`src/rtl/wb_regfile_if.sv`:
```
// wb_regfile_if: MEM/WB-to-writeback bundle, the decode-stage read ports and
// the debug counters, gathered into one interface.
//   master : pipeline side. Drives the MEM/WB bundle and the read addresses,
//            and receives read data, wb_data/wb_commit and the counters.
//   slave  : the wb_regfile side of the same signals.
interface wb_regfile_if #(
  parameter int DATA_W = 32,
  parameter int ADDR_W = 5,
  parameter int CNT_W  = 32
);
  logic [1:0]        wb_RegSrc;
  logic              wb_RegWrite;
  logic              wb_load_signal;
  logic [DATA_W-1:0] wb_ALUOut;
  logic [DATA_W-1:0] wb_Mem_dataOut;
  logic [15:0]       wb_immediate;
  logic [ADDR_W-1:0] wb_write_reg_dest;
  logic              wb_stall;
  logic [ADDR_W-1:0] rd_addr1, rd_addr2;
  logic [DATA_W-1:0] rd_data1, rd_data2;
  logic [DATA_W-1:0] wb_data;
  logic              wb_commit;
  logic [CNT_W-1:0]  write_cnt;
  logic [CNT_W-1:0]  load_cnt;

  modport master (
    output wb_RegSrc, wb_RegWrite, wb_load_signal, wb_ALUOut, wb_Mem_dataOut,
           wb_immediate, wb_write_reg_dest, wb_stall, rd_addr1, rd_addr2,
    input  rd_data1, rd_data2, wb_data, wb_commit, write_cnt, load_cnt
  );

  modport slave (
    input  wb_RegSrc, wb_RegWrite, wb_load_signal, wb_ALUOut, wb_Mem_dataOut,
           wb_immediate, wb_write_reg_dest, wb_stall, rd_addr1, rd_addr2,
    output rd_data1, rd_data2, wb_data, wb_commit, write_cnt, load_cnt
  );
endinterface

```
`src/rtl/wb_regfile.sv`:
```
// wb_regfile: writeback stage and architectural register file.
// Selects the writeback value (ALU / load / upper-imm / sign-extended imm),
// commits it to a 2^ADDR_W-entry register file on the rising edge, and serves
// two combinational read ports with same-cycle write-through bypass. It also
// keeps saturating commit counters for total writes and for loads.
// Ports:
//   clk   : clock, all state changes on the rising edge
//   rst_n : asynchronous active-low reset
//   bus   : wb_regfile_if.slave. Carries the MEM/WB bundle, the read ports,
//           wb_data/wb_commit and the counters.
// The interface instance must be built with the same DATA_W/ADDR_W/CNT_W.
module wb_regfile #(
  parameter int DATA_W = 32,
  parameter int ADDR_W = 5,
  parameter int CNT_W  = 32
) (
  input logic          clk,
  input logic          rst_n,
  wb_regfile_if.slave  bus
);
  localparam int NREG = 1 << ADDR_W;

  logic [DATA_W-1:0] regs_q [NREG];
  logic [DATA_W-1:0] regs_d [NREG];
  logic [CNT_W-1:0]  write_cnt_q, write_cnt_d;
  logic [CNT_W-1:0]  load_cnt_q,  load_cnt_d;
  logic [DATA_W-1:0] wb_data;
  logic              wb_commit;
  logic              bypass_en;

  always_comb begin
    unique case (bus.wb_RegSrc)
      2'b00:   wb_data = bus.wb_ALUOut;
      2'b01:   wb_data = bus.wb_Mem_dataOut;
      2'b10:   wb_data = {bus.wb_immediate, {(DATA_W-16){1'b0}}};
      default: wb_data = {{(DATA_W-16){bus.wb_immediate[15]}}, bus.wb_immediate};
    endcase
  end

  // Load-sourced data without the load flag is not a valid load, so it never commits.
  assign wb_commit = bus.wb_RegWrite & ~bus.wb_stall
                   & (bus.wb_write_reg_dest != '0)
                   & ~((bus.wb_RegSrc == 2'b01) & ~bus.wb_load_signal);

  // While reset is held the read ports show the cleared file, even if the
  // inputs would otherwise request a bypass.
  assign bypass_en = wb_commit & rst_n;

  always_comb begin
    regs_d = regs_q;
    if (wb_commit) regs_d[bus.wb_write_reg_dest] = wb_data;
    write_cnt_d = write_cnt_q;
    load_cnt_d  = load_cnt_q;
    if (wb_commit && write_cnt_q != '1) write_cnt_d = write_cnt_q + 1'b1;
    if (wb_commit && bus.wb_load_signal && load_cnt_q != '1)
      load_cnt_d = load_cnt_q + 1'b1;
  end

  always_ff @(posedge clk or negedge rst_n) begin
    if (!rst_n) begin
      for (int i = 0; i < NREG; i++) regs_q[i] <= '0;
      write_cnt_q <= '0;
      load_cnt_q  <= '0;
    end else begin
      for (int i = 0; i < NREG; i++) regs_q[i] <= regs_d[i];
      write_cnt_q <= write_cnt_d;
      load_cnt_q  <= load_cnt_d;
    end
  end

  always_comb begin
    if (bus.rd_addr1 == '0)                                  bus.rd_data1 = '0;
    else if (bypass_en && bus.rd_addr1 == bus.wb_write_reg_dest) bus.rd_data1 = wb_data;
    else                                                     bus.rd_data1 = regs_q[bus.rd_addr1];
    if (bus.rd_addr2 == '0)                                  bus.rd_data2 = '0;
    else if (bypass_en && bus.rd_addr2 == bus.wb_write_reg_dest) bus.rd_data2 = wb_data;
    else                                                     bus.rd_data2 = regs_q[bus.rd_addr2];
  end

  assign bus.wb_data   = wb_data;
  assign bus.wb_commit = wb_commit;
  assign bus.write_cnt = write_cnt_q;
  assign bus.load_cnt  = load_cnt_q;
endmodule

```
`src/flat_wrapper.sv`:
```
// flat-port wrapper written by rule: the top's interface ports become plain ports
module wb_regfile_flat 
#(
  parameter int DATA_W = 32,
  parameter int ADDR_W = 5,
  parameter int CNT_W  = 32
)
  (clk, rst_n, bus_wb_RegSrc, bus_wb_RegWrite, bus_wb_load_signal, bus_wb_ALUOut, bus_wb_Mem_dataOut, bus_wb_immediate, bus_wb_write_reg_dest, bus_wb_stall, bus_rd_addr1, bus_rd_addr2, bus_rd_data1, bus_rd_data2, bus_wb_data, bus_wb_commit, bus_write_cnt, bus_load_cnt);
  wb_regfile_if #(.DATA_W(DATA_W), .ADDR_W(ADDR_W), .CNT_W(CNT_W)) bus_i ();
  input logic clk;
  input logic rst_n;
  input wire logic [$bits(bus_i.wb_RegSrc)-1:0] bus_wb_RegSrc;
  input wire logic [$bits(bus_i.wb_RegWrite)-1:0] bus_wb_RegWrite;
  input wire logic [$bits(bus_i.wb_load_signal)-1:0] bus_wb_load_signal;
  input wire logic [$bits(bus_i.wb_ALUOut)-1:0] bus_wb_ALUOut;
  input wire logic [$bits(bus_i.wb_Mem_dataOut)-1:0] bus_wb_Mem_dataOut;
  input wire logic [$bits(bus_i.wb_immediate)-1:0] bus_wb_immediate;
  input wire logic [$bits(bus_i.wb_write_reg_dest)-1:0] bus_wb_write_reg_dest;
  input wire logic [$bits(bus_i.wb_stall)-1:0] bus_wb_stall;
  input wire logic [$bits(bus_i.rd_addr1)-1:0] bus_rd_addr1;
  input wire logic [$bits(bus_i.rd_addr2)-1:0] bus_rd_addr2;
  output wire logic [$bits(bus_i.rd_data1)-1:0] bus_rd_data1;
  output wire logic [$bits(bus_i.rd_data2)-1:0] bus_rd_data2;
  output wire logic [$bits(bus_i.wb_data)-1:0] bus_wb_data;
  output wire logic [$bits(bus_i.wb_commit)-1:0] bus_wb_commit;
  output wire logic [$bits(bus_i.write_cnt)-1:0] bus_write_cnt;
  output wire logic [$bits(bus_i.load_cnt)-1:0] bus_load_cnt;
  assign bus_i.wb_RegSrc = bus_wb_RegSrc;
  assign bus_i.wb_RegWrite = bus_wb_RegWrite;
  assign bus_i.wb_load_signal = bus_wb_load_signal;
  assign bus_i.wb_ALUOut = bus_wb_ALUOut;
  assign bus_i.wb_Mem_dataOut = bus_wb_Mem_dataOut;
  assign bus_i.wb_immediate = bus_wb_immediate;
  assign bus_i.wb_write_reg_dest = bus_wb_write_reg_dest;
  assign bus_i.wb_stall = bus_wb_stall;
  assign bus_i.rd_addr1 = bus_rd_addr1;
  assign bus_i.rd_addr2 = bus_rd_addr2;
  assign bus_rd_data1 = bus_i.rd_data1;
  assign bus_rd_data2 = bus_i.rd_data2;
  assign bus_wb_data = bus_i.wb_data;
  assign bus_wb_commit = bus_i.wb_commit;
  assign bus_write_cnt = bus_i.write_cnt;
  assign bus_load_cnt = bus_i.load_cnt;
  wb_regfile #(.DATA_W(DATA_W), .ADDR_W(ADDR_W), .CNT_W(CNT_W)) u_core (.clk(clk), .rst_n(rst_n), .bus(bus_i));
endmodule
```
`config.mk`:
```
export PLATFORM = sky130hd
export DESIGN_NAME = wb_regfile_flat
export DESIGN_NICKNAME = d
export VERILOG_FILES = /design/src/rtl/wb_regfile_if.sv /design/src/rtl/wb_regfile.sv /design/src/flat_wrapper.sv
export SDC_FILE = /design/constraint.sdc
export NUM_CORES = 2
export LEC_CHECK = 0
export BUFFER_PORTS_ARGS = -buffer_cell sky130_fd_sc_hd__buf_2
export CAP_MARGIN = 20
export CORE_MARGIN = 2
export CORE_UTILIZATION = 30
export CTS_CLUSTER_DIAMETER = 40
export DETAILED_ROUTE_END_ITERATION = 10
export HOLD_SLACK_MARGIN = 0.05
export PLACE_DENSITY = 0.41
export SLEW_MARGIN = 20
export SYNTH_ARGS = -nofsm -noshare
export SYNTH_HDL_FRONTEND = slang
export SYNTH_SLANG_ARGS = --single-unit
```
`constraint.sdc`:
```
create_clock -name clk -period 3.6 [get_ports clk]
set_clock_uncertainty 0.05 [all_clocks]
set_input_delay 0.72 -clock clk [delete_from_list [all_inputs] [get_ports clk]]
set_output_delay 0.72 -clock clk [all_outputs]
set_load 0.05 [all_outputs]
```
==> results.md <==
- Final core occ: 42.3%
- Crit path max-delay family: buffers and inverters
- Final slew viol count: 0
- VDD IR-drop max: 0.559 mV
- Die extent in x: 441 um
- CP dominant cell by count: buf_6
- Syn_area_per_cell: 10.5 sq um
- Bufs and invs on worst path: 5
- WL final: 257,000 um
- Yosys reg bits: 1,088
- Setup crit start kind: input pin
- Leakage: 35.1 nW
- Area growth from synthesis to layout: 40.1%
- HPWL Detailed: 167,000 um
- H-tree depth: 4
- TritonRoute pass-1 iters: 7
- Critical path class: input pin to output pin
- CTS buffer count: 217
- Max Root-Sink Buffers: 3
- Reg clk slew, reported paths: 0.05 ns
- Final min period: 3.77 ns
- DRC: 0
- Worst path max stage delay: 0.56 ns
- Status: finished with violations
- Cell Chain, Critical Path: buf_6 -> or4_4 -> o2111ai_4 -> nor4_4 -> buf_6 -> buf_16 -> buf_8 -> a211oi_4 -> buf_12
- Setup crit end kind: output pin
- Wire per inst: 29.1 um
- First-pass GRT wire length: 366,000 um
- Hold/Removal Path Class: register to register
- PwrDens: 564 mW/mm^2
- GP Congestion: 0.841
- Clock latency on the worst-skew pair: 0.87 ns
- Sequential cell area fraction in the yosys report: 47.4%
- Final setup margin: -0.174 ns
- Cell area after synthesis: 0.0574 sq mm
- Worst Tran Pin Value: 1.08 ns
- Pre-CTS setup slack: -0.879 ns
- # rows: 160
- Max_cap viols: 0
- WP data required: 2.83 ns
- RSZ-0062 raised after global routing: yes
- F_max: 265 MHz
- Hold Vio Cnt, Final: 0
- Core area: 0.190 sq mm
- Starting DRT DRC Count: 4,143
- Detailed-route via count: 47,600
- Post-Syn Nets: 5,567
- Largest net degree at the start of global routing: 146
- CTS tree: done
- Setup violators final: 46
- Initial cell density of the core: 30.2%
- Total GRT Usage: 26.1%
- Share of layout cells above drive strength 1: 37.8%
- Vias per std cell: 5.40
- Synth unique cells: 66
- Number of global-route vias before repair: 47,900
- Gr ovfl total: 0
- Clk root buf: clkbuf_16
- Period utilization: 105%
- Worst-path fanout max: 6
- Worst endpoint data arrival time: 3.00 ns
- I/O pin count: 263
- Ys Warns: 0
- Setup_tns: -3.70 ns
- Port-buffer cells: 262
- Ys async rst share: 100%
- Predominant post-synthesis flop cell: dfrtp_1
- Cells after synthesis: 5,463
- Post-synth EDFFs: 0
- Max_slew headroom: 28.2%
- Die area: 0.195 sq mm
- Clk sink count: 1,088
- Nets@finish: 6,224
- Die Y: 441 um
- Initial antenna violation count: 10
- Failing checks: negative setup slack
- Critical-path cell with the highest stage delay: or4_4
- Antenna viol nets, final: 0
==> final timing paths <==
| kind | cells after the start | endpoint | slack (ns) | startpoint |
|---|---|---|---|---|
| setup / recovery | 9 | bus_rd_data1[27] | -0.17 | bus_wb_write_reg_dest[1] |
| hold / removal | 0 | u_core.regs_q[1022]$_DFFE_PN0P_ | 0.32 | u_core.regs_q[1022]$_DFFE_PN0P_ |
| setup reg to reg | 4 | u_core.bus.load_cnt[1]$_DFFE_PN0P_ | 1.13 | u_core.bus.load_cnt[18]$_DFFE_PN0P_ |
| hold reg to reg | 0 | u_core.regs_q[1022]$_DFFE_PN0P_ | 0.32 | u_core.regs_q[1022]$_DFFE_PN0P_ |
| max in group asynchronous | 5 | u_core.regs_q[319]$_DFFE_PN0P_ | 1.29 | rst_n |
| min in group asynchronous | 4 | u_core.bus.write_cnt[9]$_DFFE_PN0P_ | 0.60 | rst_n |
==> sequential cells by signal, summed over array words and instances (netlist names) <==
name	count
u_core.bus.load_cnt	32
u_core.bus.write_cnt	32
u_core.regs_q	1024
==> metrics by stage <==
| step | area [sq um] | hold WS, ns | power [mW] | instances |
|---|---|---|---|---|
| final | 80400 | 0.323 | 45.4 | 8824 |
| after floorplan | 57600 | 0.374 | 19.0 | 5463 |
| after global placement | 67600 | 0.319 | 22.3 | 8261 |
| after CTS | 79200 | 0.326 | 45.5 | 8777 |
| after global routing | 80400 | 0.335 | 47.1 | 8823 |
| after detailed placement | 67600 | 0.315 | 22.4 | 8261 |
==> timing repair <==
item | in CTS | in global routing
endpoints found under the hold margin | 2 | 0
gates cloned | 15 | 6
buffers inserted | 104 | 49
setup endpoints to repair | 84 | 71
pin swaps | 82 | 70
hold buffers | 1 | 0
gates resized for setup | 421 | 149
==> area by class of cell <==
| type | instances | area [sq um] |
|---|---|---|
| fill | 18100 | 110000 |
| sequential | 1088 | 27200 |
| clock inverter | 145 | 2210 |
| multi-input combinational | 3757 | 30400 |
| tap | 2511 | 3140 |
| antenna | 3 | 7.51 |
| inverter | 40 | 153 |
| clock buffer | 264 | 5850 |
| timing repair buffer | 1016 | 11400 |
==> layer usage <==
metal | track usage (%) | wire (um)
met4 | 7.50 | 7780
met1 | 36.8 | 117000
met5 | 0 | 13
met3 | 4.41 | 14300
met2 | 41.2 | 118000
==> worst reg2reg max path, cell delays in order (launching register included) <==
cell and delay (ns):
dfrtp_1 0.44, nand4_1 0.21, nor4_1 0.79, a31oi_2 0.46, mux2_2 0.40
==> power by group <==
part           total [mW]  leakage (nW)  internal [mW]  switching, mW
Clock                22.3          3.88           14.7           7.55
Combinational        8.22          16.5           3.73           4.49
Sequential           14.9          14.7           13.7           1.18
Total                45.4          35.1           32.2           13.2
==> placed cells by master, fill, tap and decap left out, types with 81 or more instances in the layout <==
cell type and n:
dfrtp_1 1088, o21ai_0 1022, nand2_1 1013, buf_4 454
mux4_2 329, mux2_2 312, buf_12 232, clkbuf_16 229
buf_2 180, mux2i_1 136, o22ai_1 132, buf_6 86
nor2_1 81
==> Yosys cell counts (all sizes together) (2+ instances only) <==
cell        n  area share (%)
o32ai      16            0.24
o21ai    1050             9.2
nor3       60            0.52
nor2       87            0.57
o22ai     157             1.7
ha          2           0.044
nor3b       4           0.052
a311oi      2           0.031
xor2       13            0.20
nand2b      7           0.076
mux4      329              13
and3       16            0.18
o221ai     16            0.24
nor2b      45            0.49
a2111oi     7            0.11
xnor2      58            0.88
nor4       54            0.63
clkbuf    365             2.4
or3         4           0.052
o211ai      2           0.026
buf       213             1.9
a21oi      17            0.15
and4        8            0.12
a31oi       2           0.022
mux2i     163             2.8
a221o      20            0.35
a22oi      46            0.60
nand4      28            0.35
a221oi      3           0.046
a211oi    111             1.5
mux2      317             6.2
nand3      52            0.51
or2         6           0.065
nand4b     15            0.23
or4         3           0.046
a21o        2           0.026
inv        39            0.26
nand2    1016             6.7
and2       10            0.11
dfrtp    1088              47
==> cell families (layout without fill, tap and decap cells) <==
kind of cell / after synthesis / after routing / synth area share, %
xor+xnor: 71 / 71 / 1.08
other cells: 0 / 3 / 0
mux: 809 / 809 / 22.0
buf+inv: 618 / 1465 / 4.51
fa+ha+maj: 2 / 2 / 0.0436
flops: 1088 / 1088 / 47.4
simple gates: 1418 / 1418 / 10.7
compound gates: 1457 / 1457 / 14.3
Note: power is estimated with default switching activity, not from simulation.
